`config.mk`:
```
export PLATFORM = sky130hd
export DESIGN_NAME = hex_display_scan_flat
export DESIGN_NICKNAME = d
export VERILOG_FILES = /design/src/rtl/hex_display_scan_if.sv /design/src/rtl/hex_display_scan.sv /design/src/flat_wrapper.sv
export SDC_FILE = /design/constraint.sdc
export NUM_CORES = 1
export LEC_CHECK = 0
export BUFFER_PORTS_ARGS = -buffer_cell sky130_fd_sc_hd__buf_4
export CORE_ASPECT_RATIO = 0.6
export CORE_MARGIN = 3
export CORE_UTILIZATION = 60
export CTS_BUF_LIST = sky130_fd_sc_hd__clkbuf_4 sky130_fd_sc_hd__clkbuf_8
export DETAILED_ROUTE_END_ITERATION = 16
export PLACE_DENSITY = 0.83
export SYNTH_ARGS = -nofsm -noshare
export SYNTH_HDL_FRONTEND = slang
export SYNTH_SLANG_ARGS = --single-unit
```
`constraint.sdc`:
```
create_clock -name clk -period 2.7 [get_ports clk]
set_clock_uncertainty 0.2 [all_clocks]
set_input_delay 0.54 -clock clk [delete_from_list [all_inputs] [get_ports clk]]
set_output_delay 0.54 -clock clk [all_outputs]
set_load 0.1 [all_outputs]
```
`src/rtl/hex_display_scan_if.sv`:
```
// Bundle between the value source and the 4-digit 7-segment scanner.
// The master side is the data source or bench. The slave side is the scanner.
interface hex_display_scan_if;
    logic [15:0] value;
    logic        value_valid;
    logic        blank_lz;
    logic [3:0]  anode;
    logic [6:0]  seg;
    logic        dp;
    logic        frame_done;

    modport master (
        output value, value_valid, blank_lz,
        input  anode, seg, dp, frame_done
    );

    modport slave (
        input  value, value_valid, blank_lz,
        output anode, seg, dp, frame_done
    );
endinterface

```
`src/rtl/hex_display_scan.sv`:
```
// Time-multiplexed 4-digit hex display driver for a common-anode display.
// A new value is staged in 'pending'. It reaches the displayed 'shadow' copy
// only at a frame boundary, so one frame never mixes old and new digits.
module hex_display_scan #(
    parameter int REFRESH_DIV = 100000
) (
    input  logic             clk,
    input  logic             reset,
    hex_display_scan_if.slave bus
);
    // 21 bits covers the largest legal divider (2^20).
    localparam int PW = 21;
    localparam logic [PW-1:0] LAST = PW'(REFRESH_DIV - 1);

    logic [PW-1:0] prescaler;
    logic [1:0]    idx;
    logic [15:0]   pending;
    logic [15:0]   shadow;
    logic          pending_flag;
    logic          tick;
    logic          boundary;
    logic [3:0]    nibble;
    logic          blanked;
    logic [6:0]    seg_next;
    logic [3:0]    anode_next;

    assign tick     = (prescaler == LAST);
    assign boundary = tick && (idx == 2'd3);
    assign bus.dp   = 1'b1;

    // Per-digit dwell counter and the digit scan index
    always_ff @(posedge clk) begin
        if (reset) begin
            prescaler <= '0;
            idx       <= 2'd0;
        end else if (tick) begin
            prescaler <= '0;
            idx       <= idx + 2'd1;
        end else begin
            prescaler <= prescaler + PW'(1);
        end
    end

    // Stage strobed values; commit them to the shadow copy on frame boundaries
    always_ff @(posedge clk) begin
        if (reset) begin
            pending      <= '0;
            pending_flag <= 1'b0;
            shadow       <= '0;
        end else if (bus.value_valid) begin
            pending <= bus.value;
            if (boundary) begin
                // A strobe on the boundary cycle goes straight to the display.
                shadow       <= bus.value;
                pending_flag <= 1'b0;
            end else begin
                pending_flag <= 1'b1;
            end
        end else if (boundary && pending_flag) begin
            shadow       <= pending;
            pending_flag <= 1'b0;
        end
    end

    // Select the current nibble, apply leading-zero blanking, and decode
    always_comb begin
        nibble     = shadow[{idx, 2'b00} +: 4];
        blanked    = 1'b0;
        seg_next   = 7'h7F;
        anode_next = 4'b1111;
        if (bus.blank_lz) begin
            case (idx)
                2'd1:    blanked = (shadow[15:4]  == 12'h000);
                2'd2:    blanked = (shadow[15:8]  == 8'h00);
                2'd3:    blanked = (shadow[15:12] == 4'h0);
                default: blanked = 1'b0;
            endcase
        end
        if (!blanked) begin
            anode_next[idx] = 1'b0;
            case (nibble)
                4'h0: seg_next = 7'h40;
                4'h1: seg_next = 7'h79;
                4'h2: seg_next = 7'h24;
                4'h3: seg_next = 7'h30;
                4'h4: seg_next = 7'h19;
                4'h5: seg_next = 7'h12;
                4'h6: seg_next = 7'h02;
                4'h7: seg_next = 7'h78;
                4'h8: seg_next = 7'h00;
                4'h9: seg_next = 7'h10;
                4'hA: seg_next = 7'h08;
                4'hB: seg_next = 7'h03;
                4'hC: seg_next = 7'h46;
                4'hD: seg_next = 7'h21;
                4'hE: seg_next = 7'h06;
                default: seg_next = 7'h0E;
            endcase
        end
    end

    // Register the pin outputs; they lag idx/shadow by one cycle
    always_ff @(posedge clk) begin
        if (reset) begin
            bus.anode      <= 4'b1111;
            bus.seg        <= 7'h7F;
            bus.frame_done <= 1'b0;
        end else begin
            bus.anode      <= anode_next;
            bus.seg        <= seg_next;
            bus.frame_done <= boundary;
        end
    end
endmodule

```
`src/flat_wrapper.sv`:
```
// flat-port wrapper written by rule: the top's interface ports become plain ports
module hex_display_scan_flat 
#(
    parameter int REFRESH_DIV = 100000
)
  (clk, reset, bus_value, bus_value_valid, bus_blank_lz, bus_anode, bus_seg, bus_dp, bus_frame_done);
  hex_display_scan_if bus_i ();
  input  logic clk;
  input  logic reset;
  input wire logic [$bits(bus_i.value)-1:0] bus_value;
  input wire logic [$bits(bus_i.value_valid)-1:0] bus_value_valid;
  input wire logic [$bits(bus_i.blank_lz)-1:0] bus_blank_lz;
  output wire logic [$bits(bus_i.anode)-1:0] bus_anode;
  output wire logic [$bits(bus_i.seg)-1:0] bus_seg;
  output wire logic [$bits(bus_i.dp)-1:0] bus_dp;
  output wire logic [$bits(bus_i.frame_done)-1:0] bus_frame_done;
  assign bus_i.value = bus_value;
  assign bus_i.value_valid = bus_value_valid;
  assign bus_i.blank_lz = bus_blank_lz;
  assign bus_anode = bus_i.anode;
  assign bus_seg = bus_i.seg;
  assign bus_dp = bus_i.dp;
  assign bus_frame_done = bus_i.frame_done;
  hex_display_scan #(.REFRESH_DIV(REFRESH_DIV)) u_core (.clk(clk), .reset(reset), .bus(bus_i));
endmodule
```
==> After elaboration in Yosys (flattened, before gate mapping) <==
Memory sizes are Yosys's and may differ from the RTL's. A register that Yosys moved wholly into a read port is not among the register bits.
Cells that the tools add are included.
{ "word_totals": {"in_bits": 20, "mem_count": 1, "elab_cells": 39, "mem_bits_ro": 112, "out_inout_bits": 13, "regBits": 61} }
{ "memory_table": {"columns": ["name", "words", "width", "read_ports", "rd_ports_with_merged_regs", "write_ports", "line", "rtl"], "rows": [
  ["(no name shown)", 16, 7, 1, 1, 0, "hex_display_scan.sv:81", "case (nibble)"]
]} }
{ "op_classes": {"magnitude_cmp": 2, "bitwise_logic": 1, "muxes": 10, "shifts": 1, "add_sub_neg": 2, "n_eq_ne": 5, "n_reduce_logical": 10} }
{ "op_table": {"columns": ["operator", "count"], "rows": [
  ["$mux 16", 3],
  ["$add 21x1->21 const B", 1],
  ["$eq 21x17->1 const B", 1],
  ["$shiftx 16x5->4", 1],
  ["$logic_not 12->1", 1],
  ["$logic_not 8->1", 1],
  ["$mux 1", 5],
  ["$eq 2x2->1 const B", 2],
  ["$logic_not 4->1", 1],
  ["$not 4->4", 1],
  ["$reduce_or 2->1", 2],
  ["$logic_and 1x1->1", 3],
  ["$lt 2x3->1 const B", 1],
  ["$pmux 1 s3", 1],
  ["$add 2x1->2 const B", 1],
  ["$demux 1 s2", 1],
  ["$eq 2x1->1 const B", 1],
  ["$ge 2x1->1 const B", 1],
  ["$ne 2x1->1 const B", 1],
  ["$reduce_and 2->1", 1],
  ["$reduce_bool 2->1", 1]
]} }

==> Depth between registers and ports, before layout <==
{ "depth": {"word_depth": 5, "depth_mapped": 8, "mapped_depth_nobuf": 6} }

==> Worst setup path before layout <==
OpenSTA, ideal clock, no wires.
{ "synth_timing": {"path_type": "input to register", "from": "input bus_value_valid", "to": "register u_core.shadow[10]", "path_stages": 5, "arrival_ps": 1977, "slack_ps": 401, "required_time_ps": 2379, "n_path_buf": 2, "setup_ps": 121, "path_cell_list": "clkbuf_1 nor2_1 nor4b_4 buf_6 mux2_4"} }
{ "synth_between": {"elab_chain_cells": 2, "elab_cells_between_ends": 4, "cone_classes": "eq/ne: 1; mux: 1; reduce/logical: 2"} }
{ "synth_rtl": {"columns": ["element", "line", "rtl"], "rows": [
  ["start: declaration", "flat_wrapper.sv:11", "input wire logic [$bits(bus_i.value_valid)-1:0] bus_value_valid;"],
  ["$ne 2x1->1 (no source line) / $reduce_bool 2->1 (equally long branches)", null, null],
  ["$reduce_and 2->1 (no source line)", null, null],
  ["end signal: assignment", "hex_display_scan.sv:54", "shadow <= bus.value;"],
  ["end signal: assignment", "hex_display_scan.sv:60", "shadow <= pending;"],
  ["end: declaration", "hex_display_scan.sv:18", "logic [15:0] shadow;"]
]} }
Several ways; a longest one is shown, not always the timed one.
A chain may end at the register's enable or synchronous reset.

==> Worst setup path after layout <==
{ "layout_timing": {"from": "register u_core.idx[0]", "to": "register u_core.bus.seg[3]"} }
{ "layout_between": {"elab_chain_cells": 4, "elab_cells_between_ends": 7, "cone_classes": "eq/ne: 3; shift: 1; mux: 2; reduce/logical: 1"} }
{ "layout_rtl": {"columns": ["element", "line", "rtl"], "rows": [
  ["start: declaration", "hex_display_scan.sv:16", "logic [1:0] idx;"],
  ["start signal: assignment", "hex_display_scan.sv:38", "idx <= idx + 2'd1;"],
  ["$eq 2x2->1 / $eq 2x1->1 (equally long branches)", "hex_display_scan.sv:72", "case (idx)"],
  ["$pmux 1 s3", "hex_display_scan.sv:72", null],
  ["$mux 1", "hex_display_scan.sv:71", "if (bus.blank_lz) begin"],
  ["$reduce_or 2->1 (no source line)", null, null],
  ["end: declaration", "hex_display_scan_if.sv:19", "output anode, seg, dp, frame_done"]
]} }
Several ways; a longest one is shown, not always the timed one.

==> flow_summary.rst <==
.. list-table::
   :header-rows: 1

   * - Metric
     - Value
   * - Combined buffer and inverter count along the critical path
     - 2
   * - Post-Synthesis Net Count
     - 351
   * - Actual slew at the worst max-slew pin
     - 473 ps
   * - Static Leak
     - 0.00147 µW
   * - Quantity of I/O buffers inserted on ports
     - 31
   * - Sequential standard cell area
     - 1360 µm²
   * - Number of antenna cells inserted
     - 0
   * - Logic pwr share
     - 6.9%
   * - Setup total negative slack
     - 0 ps
   * - Number of nets in the layout
     - 383
   * - Placer Congestion
     - 0.901
   * - Routed vias
     - 2404
   * - Cell-internal power
     - 1510 µW
   * - Total global routing overflow
     - 0
   * - Maximum clock frequency
     - 398 MHz
   * - Detailed-route wire length
     - 6510 µm
   * - Start point of the worst min-delay path
     - bus_value[4]
   * - Max H-tree Level
     - 3
   * - Clock transition at the register clock pins on the worst setup and hold paths after CTS
     - 80 ps
   * - Wirelength per Cell
     - 15.4 µm
   * - Num CTS Buffers
     - 9
   * - I/O Pins
     - 33
   * - Ratio of total power to cell area
     - 549 nW/µm²
   * - Min Hold Slack
     - 262 ps
   * - Antenna violation net count after detailed routing
     - 0
   * - Synthesized area per cell
     - 10.2 µm²
   * - Clock network latency to the later pin of the worst-skew pair
     - 350 ps
   * - Total count of hold-check failures in the final report
     - 0
   * - Starting utilization of the core area
     - 63.2%
   * - Global-route wire length before repair
     - 10900 µm
   * - Die outline height
     - 63.0 µm
   * - Number of clock sinks seen by CTS
     - 68
   * - Most common cell after layout, fill and taps aside
     - dfxtp_1
   * - Period minus WS final
     - 2510 ps
   * - Worst R2R Setup Slack
     - 190 ps
   * - RSZ-0062 raised after global routing
     - false
   * - IR drop worst, VDD
     - 0.458 mV
   * - Critical-path maximum fanout
     - 8
   * - Synth-to-Final Area Change
     - 14.6%
   * - Router iterations before antenna repair
     - 5
   * - Final count of negative-setup-slack endpoints
     - 0
   * - Maximum buffer depth of the clock tree
     - 2
   * - Via count of the first global-routing pass
     - 2270
   * - Type of the worst min-delay path
     - in -> reg
   * - Hold Path Cell Cnt
     - 3
   * - Synth warn
     - 0
   * - Type of element launching the critical path
     - flip-flop
   * - Type of destination of the critical path
     - flip-flop
   * - Number of remaining DRC errors
     - 0
   * - Pin count of the biggest net entering global routing
     - 41
   * - Detailed Route Iter0 Violations
     - 208
   * - Data required time at the worst endpoint
     - 2740 ps
   * - Part of the cycle the worst path needs
     - 93.0%
   * - Register bit count reported by yosys
     - 68
   * - Dominant register cell in the synthesized netlist
     - dfxtp_1
   * - Standard cell core area
     - 5130 µm²
   * - Number of standard cells after synthesis
     - 319
   * - Worst slew margin relative to its limit
     - 67.6%
   * - Detailed-route vias per instance
     - 5.70
   * - Outcome
     - finished clean
   * - Launching element of the worst setup path
     - u_core.idx[0]
   * - Clock network fraction of total power
     - 42.4%
   * - Crit path max-delay cell type
     - mux4_2
   * - Total track usage
     - 21.9%
   * - Post-synth cell types
     - 50
   * - R2r startpoint
     - u_core.idx[0]
   * - Async S/R FF share, synth
     - 0%
   * - Total standard cell area after synthesis
     - 3240 µm²
   * - Arrival time at the worst endpoint
     - 2550 ps
   * - Category of the most critical setup path
     - reg -> reg
   * - Reported max-cap violation count
     - 0
   * - Die area
     - 6350 µm²
   * - CTS tree
     - yes
   * - FILL cells
     - 371
   * - HPWL reported at the end of detailed placement
     - 4600 µm
   * - Area used by multi-input combinational logic
     - 1760 µm²
   * - Antenna violations before repair
     - 0
   * - Switching power share of the total
     - 25.9%
   * - Part of the power in registers
     - 50.7%
   * - Endpoint of the worst hold path
     - u_core.pending[4]
   * - Count of standard-cell rows
     - 20
   * - Fraction of layout instances using a drive strength above 1
     - 24.4%
   * - Switching power
     - 529 µW
   * - Fraction of the yosys area taken by sequential cells
     - 42.0%
   * - Number of pins with negative max-slew slack in the final report
     - 0
   * - Delay of the slowest critical-path stage
     - 620 ps
   * - Critical register-to-register path endpoint
     - u_core.bus.seg[3]
   * - Hold bufs inserted after CTS
     - 0
   * - Setup Fix Bufs, Post-CTS
     - 0
   * - Number of enable-type register cells in the synthesized netlist
     - 0
   * - Resize count post-CTS
     - 0
   * - Die Width
     - 101 µm
   * - Summed area of non-filler cells in the final layout
     - 3720 µm²
   * - Post-Place Cell Area
     - 3510 µm²
   * - Most frequent cells in the layout
     - dfxtp_1 (68), buf_4 (37), nor2_1 (36)
   * - Kind of cell adding the most delay to the critical path
     - multiplexers
   * - Number of cells on the worst reg-to-reg path
     - 6
   * - Critical Path, Cell by Cell
     - mux4_2 > inv_1 > ha_1 > inv_1 > mux4_2 > nand2b_1
   * - CTS root buffer
     - clkbuf_8
## power by group through the flow
| stage | clock [µW] | sequential (µW) | combinational (µW) |
|---|---|---|---|
| final | 865 | 1030 | 142 |
| after global routing | 926 | 1040 | 152 |
| after CTS | 874 | 1040 | 142 |
| after detailed placement | 0 | 1060 | 142 |
| after global placement | 0 | 1060 | 140 |
| after floorplan | 0 | 1100 | 59.3 |
## registers in the layout, indices dropped and copies added, names as in the netlist
| register | cells |
|---|---|
| u_core.prescaler | 21 |
| u_core.pending | 16 |
| u_core.shadow | 16 |
| u_core.bus.seg | 7 |
| u_core.bus.anode | 4 |
| u_core.idx | 2 |
| u_core.bus.frame_done | 1 |
| u_core.pending_flag | 1 |
## kinds of logic (layout without fill, tap and decap cells)
group / after synthesis / after routing / share of synthesized area (%)
compound gates: 28 / 28 / 5.78
xor+xnor: 15 / 15 / 4.05
fa+ha+maj: 12 / 12 / 4.63
buf+inv: 25 / 62 / 3.86
flops: 68 / 68 / 42.0
mux: 46 / 46 / 17.4
other cells: 1 / 1 / 0.116
simple gates: 124 / 124 / 22.3
## cells in the mapped netlist, types with 4 or more instances
master | number | area share (%)
ha_1 | 12 | 4.6
nand2_1 | 14 | 1.6
xnor2_1 | 10 | 2.7
or3_1 | 4 | 0.77
nor2_1 | 36 | 4.2
clkbuf_1 | 7 | 0.81
mux2_2 | 9 | 3.1
inv_1 | 8 | 0.93
nand4_1 | 7 | 1.3
xor2_1 | 5 | 1.3
mux2_4 | 10 | 4.6
mux2i_1 | 23 | 7.1
nor2b_1 | 16 | 3.1
nor4_1 | 9 | 1.7
nor3_1 | 4 | 0.62
a21oi_1 | 11 | 1.7
dfxtp_1 | 68 | 42
nand3_1 | 10 | 1.5
## through the flow
step / setup slack, ps / util (%) / std cells / total power (µW)
final: 189 / 72.5 / 422 / 2040
after CTS: 186 / 72.5 / 422 / 2050
after global routing: 92.6 / 72.5 / 422 / 2120
after global placement: 341 / 68.5 / 406 / 1200
after detailed placement: 214 / 68.5 / 406 / 1200
after floorplan: 401 / - / 319 / 1160
## worst min-delay path, delay by kind of cell
kind / cells / cell delay [ps]
buffers and inverters: 1 / 80
and+or+nand+nor: 1 / 100
muxes: 1 / 60
## final cells by class
type	count	area share [%]
multi-input cells	226	47.3
flip-flops and latches	68	36.6
repair buffers	37	7.47
clock buffers	9	3.33
well taps	66	2.22
clock inverters	7	2.15
inverters	9	0.909
## worst max path at each step
stage | cells past startpoint | slack (ps) | to
floorplan | 5 | 400 | u_core.shadow[10]
global placement | 6 | 340 | u_core.bus.seg[3]
detailed placement | 6 | 210 | u_core.bus.seg[3]
CTS | 6 | 190 | u_core.bus.seg[3]
global route | 6 | 90 | u_core.bus.seg[3]
finish | 6 | 190 | u_core.bus.seg[3]
## layer usage
layer	GRT usage, %	up-vias	part of all wire (%)
met2	30.8	76	42
met3	8.14	10	6.4
met5	0	-	0
li1	-	1191	-
met1	31.7	1127	51
met4	5.64	0	0.83
Note: power is estimated with default switching activity, not from simulation.
